## config.mk

```make
export PLATFORM = sky130hd
export DESIGN_NAME = fetch_unit_flat
export DESIGN_NICKNAME = d
export VERILOG_FILES = /design/src/rtl/instruction_pkg.sv /design/src/rtl/fetch_unit_if.sv /design/src/rtl/fetch_fifo.sv /design/src/rtl/fetch_unit.sv /design/src/flat_wrapper.sv
export SDC_FILE = /design/constraint.sdc
export NUM_CORES = 1
export LEC_CHECK = 0
export ABC_CLOCK_PERIOD_IN_PS = 12100
export CORE_ASPECT_RATIO = 1.2
export CORE_MARGIN = 5
export CORE_UTILIZATION = 50
export DETAILED_ROUTE_END_ITERATION = 12
export PLACE_DENSITY = 0.88
export SLEW_MARGIN = 20
export SYNTH_ARGS = -nofsm -noshare
export SYNTH_HDL_FRONTEND = slang
export SYNTH_SLANG_ARGS = --single-unit
```

## constraint.sdc

```tcl
create_clock -name clk -period 12.1 [get_ports clk]
set_input_delay 1.815 -clock clk [delete_from_list [all_inputs] [get_ports clk]]
set_output_delay 1.815 -clock clk [all_outputs]
set_load 0.005 [all_outputs]
```

## src/rtl/instruction_pkg.sv

```systemverilog
// Shared types and constants for the instruction fetch path.
// Contents: XLEN, INST_BYTES, fetch_entry_t (pc + instruction word), align_pc().
package instruction_pkg;

  localparam int unsigned XLEN       = 32;
  localparam int unsigned INST_BYTES = 4;

  typedef struct packed {
    logic [31:0] pc;
    logic [31:0] inst;
  } fetch_entry_t;

  // No compressed instructions: targets are forced onto a word boundary.
  function automatic logic [31:0] align_pc(input logic [31:0] pc);
    return {pc[31:2], 2'b00};
  endfunction

endpackage

```

## src/rtl/fetch_unit_if.sv

```systemverilog
// Fetch-stage bus bundle: redirect input, instruction-memory request/response,
// and the instruction output toward execute.
// master: the fetch unit side. slave: the environment (execute + imem) side.
interface fetch_unit_if;
  import instruction_pkg::*;

  logic            redirect_v_i;
  logic [XLEN-1:0] redirect_pc_i;
  logic            imem_req_o;
  logic [XLEN-1:0] imem_addr_o;
  logic            imem_gnt_i;
  logic            imem_rvalid_i;
  logic [XLEN-1:0] imem_rdata_i;
  logic            inst_ready_i;
  logic            inst_v_o;
  logic [XLEN-1:0] pc_o;
  logic [XLEN-1:0] inst_o;

  modport master (
    input  redirect_v_i, redirect_pc_i, imem_gnt_i, imem_rvalid_i, imem_rdata_i,
           inst_ready_i,
    output imem_req_o, imem_addr_o, inst_v_o, pc_o, inst_o
  );

  modport slave (
    output redirect_v_i, redirect_pc_i, imem_gnt_i, imem_rvalid_i, imem_rdata_i,
           inst_ready_i,
    input  imem_req_o, imem_addr_o, inst_v_o, pc_o, inst_o
  );

endinterface

```

## src/rtl/fetch_fifo.sv

```systemverilog
// Small synchronous FIFO with flush.
// Ports: clk, reset (sync, active-high), flush_i, push_i/data_i, pop_i,
//        data_o (head), full_o, empty_o, count_o.
module fetch_fifo #(
  parameter  int unsigned WIDTH = 32,
  parameter  int unsigned DEPTH = 2,
  localparam int unsigned CNT_W = $clog2(DEPTH + 1)
) (
  input  logic             clk,
  input  logic             reset,
  input  logic             flush_i,
  input  logic             push_i,
  input  logic [WIDTH-1:0] data_i,
  input  logic             pop_i,
  output logic [WIDTH-1:0] data_o,
  output logic             full_o,
  output logic             empty_o,
  output logic [CNT_W-1:0] count_o
);

  localparam int unsigned PTR_W = (DEPTH > 1) ? $clog2(DEPTH) : 1;

  logic [WIDTH-1:0] store_q [DEPTH];
  logic [PTR_W-1:0] wptr_q, wptr_d;
  logic [PTR_W-1:0] rptr_q, rptr_d;
  logic [CNT_W-1:0] count_q, count_d;
  logic             full_q, empty_q;

  function automatic logic [PTR_W-1:0] ptr_inc(input logic [PTR_W-1:0] p);
    return (p == PTR_W'(DEPTH - 1)) ? '0 : p + PTR_W'(1);
  endfunction

  // Pointer/count next state; flush discards all entries.
  always_comb begin
    wptr_d  = wptr_q;
    rptr_d  = rptr_q;
    count_d = count_q;
    if (flush_i) begin
      wptr_d  = '0;
      rptr_d  = '0;
      count_d = '0;
    end else begin
      if (push_i) wptr_d = ptr_inc(wptr_q);
      if (pop_i)  rptr_d = ptr_inc(rptr_q);
      count_d = count_q + CNT_W'(push_i) - CNT_W'(pop_i);
    end
  end

  always_ff @(posedge clk) begin
    if (reset) begin
      wptr_q  <= '0;
      rptr_q  <= '0;
      count_q <= '0;
      full_q  <= 1'b0;
      empty_q <= 1'b1;
    end else begin
      wptr_q  <= wptr_d;
      rptr_q  <= rptr_d;
      count_q <= count_d;
      full_q  <= (count_d == CNT_W'(DEPTH));
      empty_q <= (count_d == '0);
    end
  end

  // Storage needs no reset: entries are only read while count is nonzero.
  always_ff @(posedge clk) begin
    if (push_i && !flush_i) store_q[wptr_q] <= data_i;
  end

  assign data_o  = store_q[rptr_q];
  assign full_o  = full_q;
  assign empty_o = empty_q;
  assign count_o = count_q;

endmodule

```

## src/rtl/fetch_unit.sv

```systemverilog
// Instruction fetch stage: sequential PC generation, credit-limited requests
// to instruction memory, in-order response pairing with request PCs, an
// instruction queue toward execute, and redirect with stale-response dropping.
// Ports: clk, reset (sync, active-high), bus (fetch_unit_if.master).
module fetch_unit
  import instruction_pkg::*;
#(
  parameter logic [31:0] RESET_PC = 32'h0000_0000,
  parameter int unsigned DEPTH    = 2
) (
  input  logic          clk,
  input  logic          reset,
  fetch_unit_if.master  bus
);

  localparam int unsigned CNT_W = $clog2(DEPTH + 1);
  localparam int unsigned SUM_W = CNT_W + 1;
  localparam int unsigned ENT_W = $bits(fetch_entry_t);

  logic [31:0]      fetch_pc_q, fetch_pc_d;
  logic [CNT_W-1:0] drop_cnt_q, drop_cnt_d;

  fetch_entry_t     iq_head, iq_wdata;
  logic             iq_full, iq_empty;
  logic [CNT_W-1:0] iq_count;
  logic [31:0]      pq_head;
  logic             pq_full, pq_empty;
  logic [CNT_W-1:0] pq_count;

  logic inst_v_c, pop_c, credit_c, req_c, accept_c, resp_c, push_c;

  // Handshake decode. Outstanding requests are exactly the PC-queue entries.
  always_comb begin
    inst_v_c = !reset && !iq_empty && !bus.redirect_v_i;
    pop_c    = inst_v_c && bus.inst_ready_i;
    credit_c = (SUM_W'(iq_count) + SUM_W'(pq_count) - SUM_W'(pop_c)) < SUM_W'(DEPTH);
    req_c    = !reset && !bus.redirect_v_i && credit_c;
    accept_c = req_c && bus.imem_gnt_i;
    resp_c   = !reset && bus.imem_rvalid_i;
    push_c   = resp_c && (drop_cnt_q == '0) && !bus.redirect_v_i;
    iq_wdata = '{pc: pq_head, inst: bus.imem_rdata_i};
  end

  // Fetch PC and drop counter next state.
  always_comb begin
    fetch_pc_d = fetch_pc_q;
    drop_cnt_d = drop_cnt_q;
    if (accept_c) fetch_pc_d = fetch_pc_q + 32'(INST_BYTES);
    if (bus.redirect_v_i) begin
      fetch_pc_d = align_pc(bus.redirect_pc_i);
      // No request is accepted in a redirect cycle, so every request still in
      // flight after this cycle's response is wrong-path.
      drop_cnt_d = pq_count - CNT_W'(resp_c);
    end else if (resp_c && (drop_cnt_q != '0)) begin
      drop_cnt_d = drop_cnt_q - CNT_W'(1);
    end
  end

  always_ff @(posedge clk) begin
    if (reset) begin
      fetch_pc_q <= RESET_PC;
      drop_cnt_q <= '0;
    end else begin
      fetch_pc_q <= fetch_pc_d;
      drop_cnt_q <= drop_cnt_d;
    end
  end

  // Instruction queue toward execute; flushed on redirect.
  fetch_fifo #(.WIDTH(ENT_W), .DEPTH(DEPTH)) u_inst_q (
    .clk     (clk),
    .reset   (reset),
    .flush_i (bus.redirect_v_i),
    .push_i  (push_c),
    .data_i  (iq_wdata),
    .pop_i   (pop_c),
    .data_o  (iq_head),
    .full_o  (iq_full),
    .empty_o (iq_empty),
    .count_o (iq_count)
  );

  // In-flight request PCs; never flushed because stale responses still return.
  fetch_fifo #(.WIDTH(32), .DEPTH(DEPTH)) u_pc_q (
    .clk     (clk),
    .reset   (reset),
    .flush_i (1'b0),
    .push_i  (accept_c),
    .data_i  (fetch_pc_q),
    .pop_i   (resp_c),
    .data_o  (pq_head),
    .full_o  (pq_full),
    .empty_o (pq_empty),
    .count_o (pq_count)
  );

  assign bus.imem_req_o  = req_c;
  assign bus.imem_addr_o = fetch_pc_q;
  assign bus.inst_v_o    = inst_v_c;
  assign bus.pc_o        = iq_head.pc;
  assign bus.inst_o      = iq_head.inst;

  // Credit rule guarantees neither queue over- or underflows.
  always_ff @(posedge clk) begin
    if (!reset) begin
      assert (!(push_c && iq_full));
      assert (!(accept_c && pq_full));
      assert (!(resp_c && pq_empty));
    end
  end

endmodule

```

## src/flat_wrapper.sv

```systemverilog
// flat-port wrapper written by rule: the top's interface ports become plain ports
module fetch_unit_flat import instruction_pkg::*;
#(
  parameter logic [31:0] RESET_PC = 32'h0000_0000,
  parameter int unsigned DEPTH    = 2
)
  (clk, reset, bus_redirect_v_i, bus_redirect_pc_i, bus_imem_gnt_i, bus_imem_rvalid_i, bus_imem_rdata_i, bus_inst_ready_i, bus_imem_req_o, bus_imem_addr_o, bus_inst_v_o, bus_pc_o, bus_inst_o);
  fetch_unit_if bus_i ();
  input  logic clk;
  input  logic reset;
  input wire logic [$bits(bus_i.redirect_v_i)-1:0] bus_redirect_v_i;
  input wire logic [$bits(bus_i.redirect_pc_i)-1:0] bus_redirect_pc_i;
  input wire logic [$bits(bus_i.imem_gnt_i)-1:0] bus_imem_gnt_i;
  input wire logic [$bits(bus_i.imem_rvalid_i)-1:0] bus_imem_rvalid_i;
  input wire logic [$bits(bus_i.imem_rdata_i)-1:0] bus_imem_rdata_i;
  input wire logic [$bits(bus_i.inst_ready_i)-1:0] bus_inst_ready_i;
  output wire logic [$bits(bus_i.imem_req_o)-1:0] bus_imem_req_o;
  output wire logic [$bits(bus_i.imem_addr_o)-1:0] bus_imem_addr_o;
  output wire logic [$bits(bus_i.inst_v_o)-1:0] bus_inst_v_o;
  output wire logic [$bits(bus_i.pc_o)-1:0] bus_pc_o;
  output wire logic [$bits(bus_i.inst_o)-1:0] bus_inst_o;
  assign bus_i.redirect_v_i = bus_redirect_v_i;
  assign bus_i.redirect_pc_i = bus_redirect_pc_i;
  assign bus_i.imem_gnt_i = bus_imem_gnt_i;
  assign bus_i.imem_rvalid_i = bus_imem_rvalid_i;
  assign bus_i.imem_rdata_i = bus_imem_rdata_i;
  assign bus_i.inst_ready_i = bus_inst_ready_i;
  assign bus_imem_req_o = bus_i.imem_req_o;
  assign bus_imem_addr_o = bus_i.imem_addr_o;
  assign bus_inst_v_o = bus_i.inst_v_o;
  assign bus_pc_o = bus_i.pc_o;
  assign bus_inst_o = bus_i.inst_o;
  fetch_unit #(.RESET_PC(RESET_PC), .DEPTH(DEPTH)) u_core (.clk(clk), .reset(reset), .bus(bus_i));
endmodule
```

* Word level (Yosys, flattened, before mapping)
Memories as Yosys holds them, arrays and structs flattened. A register that Yosys moved wholly into a read port is not among the register bits. Index checks and enable logic that the tools add are counted.
Cells by class: add/sub/neg operators 13, magnitude comparators 1, muxes and demuxes 17, reduce and logical (&&, ||, !) cells 20
Operator list (number):
- $mux 32 | 2
- $add 32x3->32 const B | 1
- $mux 1 | 12
- $logic_and 1x1->1 | 11
- $mux 2 | 3
- $reduce_bool 2->1 | 3
- $sub 2x1->2 | 3
- $add 1x1->1 const B | 4
- $add 2x1->2 | 2
- $logic_not 2->1 | 2
- $add 2x2->3 | 1
- $logic_not 1->1 | 3
- $lt 3x2->1 const B | 1
- $sub 3x1->3 | 1
- $reduce_or 2->1 | 1
- $sub 2x1->2 const B | 1
Word-level totals: flip-flop bits (word level) 43, RAM bits 192, bits of input ports 70, output and inout port bits 98, word-level logic and storage cells 63, memories 2
Memories:
- u_core.u_inst_q.store_q | depth 2, bits a word 64, rd ports 1, clocked after Yosys merged registers in 1, wr ports 1, RTL line fetch_fifo.sv:23 | logic [WIDTH-1:0] store_q [DEPTH];
- u_core.u_pc_q.store_q | depth 2, bits a word 32, rd ports 1, clocked after Yosys merged registers in 1, wr ports 1, RTL line fetch_fifo.sv:23

* Longest topological paths before layout
word-level depth 10, mapped depth 18, depth with buffers taken out 14

* By module
A second synthesis with hierarchy kept.
Unflattened totals: cells, all modules 616, area, all modules 9616.7 sq um
Modules (own cells, without submodules):
- fetch_fifo at u_core.u_inst_q | times used 1, cells an instance 224, area an instance 4890.9 sq um, sequential area each 3983.8 sq um
- fetch_fifo at u_core.u_pc_q | times used 1, cells an instance 125, area an instance 2585.0 sq um, sequential area each 2062.0 sq um
- fetch_unit | times used 1, cells an instance 267, area an instance 2140.8 sq um, sequential area each 640.6 sq um

* Worst setup path after synthesis
OpenSTA, ideal clock, no wires.
path kind input to register, start point input bus_redirect_v_i, end point memory u_core.u_pc_q.store_q[0][10] (enable), library setup time 0.417 ns, arrival time 5.463 ns, required time 11.683 ns, setup slack 6.220 ns, stages on the path 14, path buffers 4, cell sequence buf_6 -> or2_2 -> clkbuf_1 -> nor2_1 -> and2_1 -> ha_1 -> nand2b_1 -> fa_1 -> nand4bb_1 -> buf_6 -> nor2_4 -> inv_2 -> clkbuf_1 -> nor2_1
On the way: word-level cells in the longest chain between the ends 9
RTL lines:
- start, declared | RTL line flat_wrapper.sv:11 | input wire logic [$bits(bus_i.redirect_v_i)-1:0] bus_redirect_v_i;
- $logic_not 1->1 | RTL line fetch_unit.sv:34 | inst_v_c = !reset && !iq_empty && !bus.redirect_v_i;
- $logic_and 1x1->1 | RTL line fetch_unit.sv:34
- net bus_inst_v_o | RTL line flat_wrapper.sv:19 | output wire logic [$bits(bus_i.inst_v_o)-1:0] bus_inst_v_o;
- $logic_and 1x1->1 | RTL line fetch_unit.sv:35 | pop_c = inst_v_c && bus.inst_ready_i;
- net u_core.pop_c | RTL line fetch_unit.sv:30 | logic inst_v_c, pop_c, credit_c, req_c, accept_c, resp_c, push_c;
- $sub 3x1->3 | RTL line fetch_unit.sv:36 | credit_c = (SUM_W'(iq_count) + SUM_W'(pq_count) - SUM_W'(pop_c)) < SUM_W'(DEPTH);
- $lt 3x2->1 | RTL line fetch_unit.sv:36
- $logic_and 1x1->1 | RTL line fetch_unit.sv:37 | req_c = !reset && !bus.redirect_v_i && credit_c;
- $logic_and 1x1->1 | RTL line fetch_unit.sv:38 | accept_c = req_c && bus.imem_gnt_i;
- $mux 1 | RTL line fetch_fifo.sv:67 | if (push_i && !flush_i) store_q[wptr_q] <= data_i;
- $mux 1 (not written as such) | RTL line fetch_fifo.sv:67
- end, declared | RTL line fetch_fifo.sv:23
The timed path passes the listed nets, and every way through them passes these cells.

* Final worst setup path
start point input bus_redirect_v_i, end point output bus_imem_req_o
On the way: word-level cells in the longest chain between the ends 6
RTL lines:
- $logic_not 1->1 | RTL line fetch_unit.sv:34
- $logic_and 1x1->1 | RTL line fetch_unit.sv:34
- $logic_and 1x1->1 | RTL line fetch_unit.sv:35
- net u_core.pop_c | RTL line fetch_unit.sv:30
- $sub 3x1->3 | RTL line fetch_unit.sv:36
- $lt 3x2->1 | RTL line fetch_unit.sv:36
- $logic_and 1x1->1 | RTL line fetch_unit.sv:37
- end, declared | RTL line flat_wrapper.sv:17 | output wire logic [$bits(bus_i.imem_req_o)-1:0] bus_imem_req_o;
The timed path passes the listed nets, and every way through them passes these cells.

==> results.md <==
- GPL Wtd Cong: 0.804
- CTS tree: built
- Power Total: 1680 uW
- Gr busiest metal: met2
- Critical path type: input port to output pin
- # hold bufs at CTS: 0
- Layout cells sized above 1: 18.3%
- Synth-to-Final Area Change: 26.9%
- Final setup vio count: 0
- Post-Layout Cell Count: 1011
- Final HPWL DP: 13000 um
- Fmax: 144 MHz
- Setup TNS: 0 ps
- Hold WC Path Type: flop to flop
- Die area: 21400 um2
- Buffers & Inverters on Critical Path: 3
- CP Capture Type: output pin
- #FFs+latches synth: 227
- Gr usage total: 18.3%
- Peak per-stage delay on the critical path: 510 ps
- Crit path max-delay family: buffers and inverters
- Port-buffer cells: 161
- Slowest-stage cell, CP: clkdlybuf4s50_1
- CTS Buf Count: 22
- Clock sink total: 227
- Largest net degree at the start of global routing: 63
- Avg WL per Cell: 19.7 um
- Final worst path period need: 6930 ps
- Initial Utilization: 50.9%
- Post-synth top area share: 59.5%
- Setup crit start kind: input port
- Sequential element share of the synthesized area: 68.8%
- Fraction of registers with async set/reset: 0%
- Fin. max-slew vios: 0
- Via count: 5835
- Length of the first detailed-routing pass in iterations: 5
- Post-CTS sizing: 0
- Multi-input logic area: 2700 um2
- DRT Wirelength: 19900 um
- Critical path cell sequence: clkdlybuf4s50_1, buf_4, or2_2, nor2_1, and2_1, ha_1, nand2b_1, fa_1, xor2_1, and3_1, clkdlybuf4s50_1
- Antenna violations before repair: 0
- Io pins: 168
- Syn Inst Count: 610
- Register Area: 6390 um2
- RSZ-0062 raised after global routing: no
- Clk Latency, worst-skew pair: 490 ps
- Grt met2 use: 32.0%
- Final hold violation count: 0
- Detailed Route Iter0 Violations: 494
- Postcts setup bufs: 0
- Worst-Margin Slew: 896 ps
- Pleak: 0.00388 uW
- Slew margin rel.: 40.3%
- CP Data Arrival Time: 5120 ps
- Max FO, Critical Path: 36
- Tcrit/Tclk final: 57.3%
- DRC: 0
- Top FF cell, synth: edfxtp_1
- Fin Clk Skew: 11.8 ps
- Via-to-Cell Ratio: 5.77
- Clk slew on worst S/H paths: 60 ps
- Maxcap violations: 0
- Status: finished clean
- Global Route met1 Usage: 23.1%
- Longest Clk Path Bufs: 3
- Pwr Density: 143 nW/um2
- DP Cell Count: 971
- Distinct cells, synth: 58
- Die Height: 159 um
- Antenna Cells: 0
- Setup ws final: 5170 ps
- CTS H-tree depth: 1
- Post-synth EDFFs: 184
- Post-Syn Area: 9290 um2
- Synth Area per Inst: 15.2 um2
- VDD IR max: 0.0000797 V
- Yosys warns: 0
- First-pass GRT wire length: 31600 um
- Die width: 134 um
- Core area: 18200 um2
- FILL cells: 1290
- Fin nets: 851
- CP dominant cell by count: clkdlybuf4s50_1
- Most area-consuming cells after synthesis: edfxtp_1 (60%), mux2_2 (11%), dfxtp_1 (9.3%), ha_1 (1.2%), nor2_1 (1.1%)
- Root Buffer: clkbuf_16
- Grt met3 use: 3.07%
- Data required, critical path: 10280 ps
- Final Hold Slack: 528 ps
- Pre-CTS setup slack: 5190 ps
- # rows: 54
- Vias in the first global route: 5933
- Synth area leader: edfxtp_1
- GRT Residual Overflow: 0
- Antenna viol nets, final: 0
==> final cells by class <==
type | instances | area share [%]
Sequential cell | 227 | 54.2
Clock buffer | 33 | 5.46
Tap cell | 224 | 2.38
Inverter | 16 | 0.510
Timing Repair Buffer | 169 | 14.2
Clock inverter | 7 | 0.329
Multi-Input combinational cell | 335 | 22.9
==> where the power goes <==
group,switching (uW),internal (uW)
combinational,73.2,78.8
sequential,21.2,873
clock,269,368
total,364,1320
==> routing by layer <==
layer,up-vias,wire length [um]
met2,237,10200
li1,2689,-
met1,2863,7840
met3,46,1350
met4,0,523
met5,-,0
==> final timing paths <==
path | startpoint | endpoint | slack [ps] | cells past startpoint
worst min-delay path | u_core.u_pc_q.rptr_q | flop | 530 | 2
worst min register to register | u_core.u_pc_q.rptr_q | flop | 530 | 2
worst max-delay path | bus_redirect_v_i | bus_imem_req_o | 5170 | 11
worst max register to register | u_core.u_inst_q.empty_o | u_core.u_pc_q.store_q[0][4] | 8360 | 10
==> cell usage in the layout, fill, tap and decap left out, types with 4 or more instances in the layout <==
cell | synthesis | layout
xnor2_1 | 11 | 11
a311oi_1 | 4 | 4
nand2_1 | 20 | 20
nor2_1 | 26 | 23
or4b_1 | 4 | 4
and2_1 | 12 | 12
edfxtp_1 | 184 | 184
clkdlybuf4s50_1 | 0 | 161
ha_1 | 9 | 9
nor2b_1 | 5 | 5
mux2_2 | 92 | 92
inv_1 | 14 | 14
or4_1 | 5 | 5
o311ai_0 | 10 | 10
and3_1 | 7 | 7
o211ai_1 | 7 | 7
nor3_1 | 12 | 12
nand4_1 | 12 | 12
conb_1 | 1 | 4
nand3_1 | 18 | 18
clkbuf_16 | 0 | 23
clkbuf_1 | 23 | 7
buf_4 | 4 | 8
and4_1 | 7 | 7
a31oi_1 | 13 | 13
a211oi_1 | 11 | 11
dfxtp_1 | 43 | 42
xor2_1 | 4 | 4
==> worst reg2reg max path, delay by kind of cell (launching register included) <==
family / cells / cell delay (ps)
adder cells (fa/ha/maj): 2 / 770
buffers and inverters: 2 / 650
flip-flops: 1 / 310
AND/OR/NAND/NOR: 6 / 1620
==> cell usage after synthesis (4+ instances only) <==
cell type	number
a211oi_1	11
a311oi_1	4
a31oi_1	13
and2_1	12
and3_1	7
and4_1	7
buf_4	4
clkbuf_1	23
dfxtp_1	43
edfxtp_1	184
ha_1	9
inv_1	14
mux2_2	92
nand2_1	20
nand3_1	18
nand4_1	12
nor2_1	26
nor2b_1	5
nor3_1	12
o211ai_1	7
o311ai_0	10
or4_1	5
or4b_1	4
xnor2_1	11
xor2_1	4
==> kinds of logic after synthesis <==
| kind of cell | count (synthesis) | synth area share (%) |
|---|---|---|
| adder cells (fa/ha/maj) | 10 | 1.43 |
| flip-flops | 227 | 68.8 |
| AND/OR/NAND/NOR | 145 | 8.91 |
| buffers and inverters | 51 | 2.43 |
| XOR/XNOR | 16 | 1.59 |
| multiplexers | 92 | 11.2 |
| other | 1 | 0.0404 |
| AO/OA/AOI/OAI | 68 | 5.67 |
==> registers in the layout (all words and copies together) (netlist names), named ones only <==
| register | cells |
|---|---|
| u_core.u_pc_q.rptr_q | 1 |
| u_core.u_inst_q.wptr_q | 1 |
| u_core.bus.imem_addr_o | 30 |
| u_core.u_pc_q.store_q | 60 |
| u_core.u_pc_q.count_o | 2 |
| u_core.drop_cnt_q | 2 |
| u_core.u_inst_q.count_o | 2 |
| u_core.u_inst_q.rptr_q | 1 |
| u_core.u_pc_q.wptr_q | 1 |
| u_core.u_inst_q.store_q | 124 |
| u_core.u_inst_q.empty_o | 1 |
==> per-stage QoR <==
stage                     util [%]  instance area (um2)
after floorplan                  -                 9300
after global placement        60.9                11100
after detailed placement      60.9                11100
after CTS                     64.6                11800
after global routing          64.6                11800
final                         64.6                11800
(Power assumes the default switching activity.)
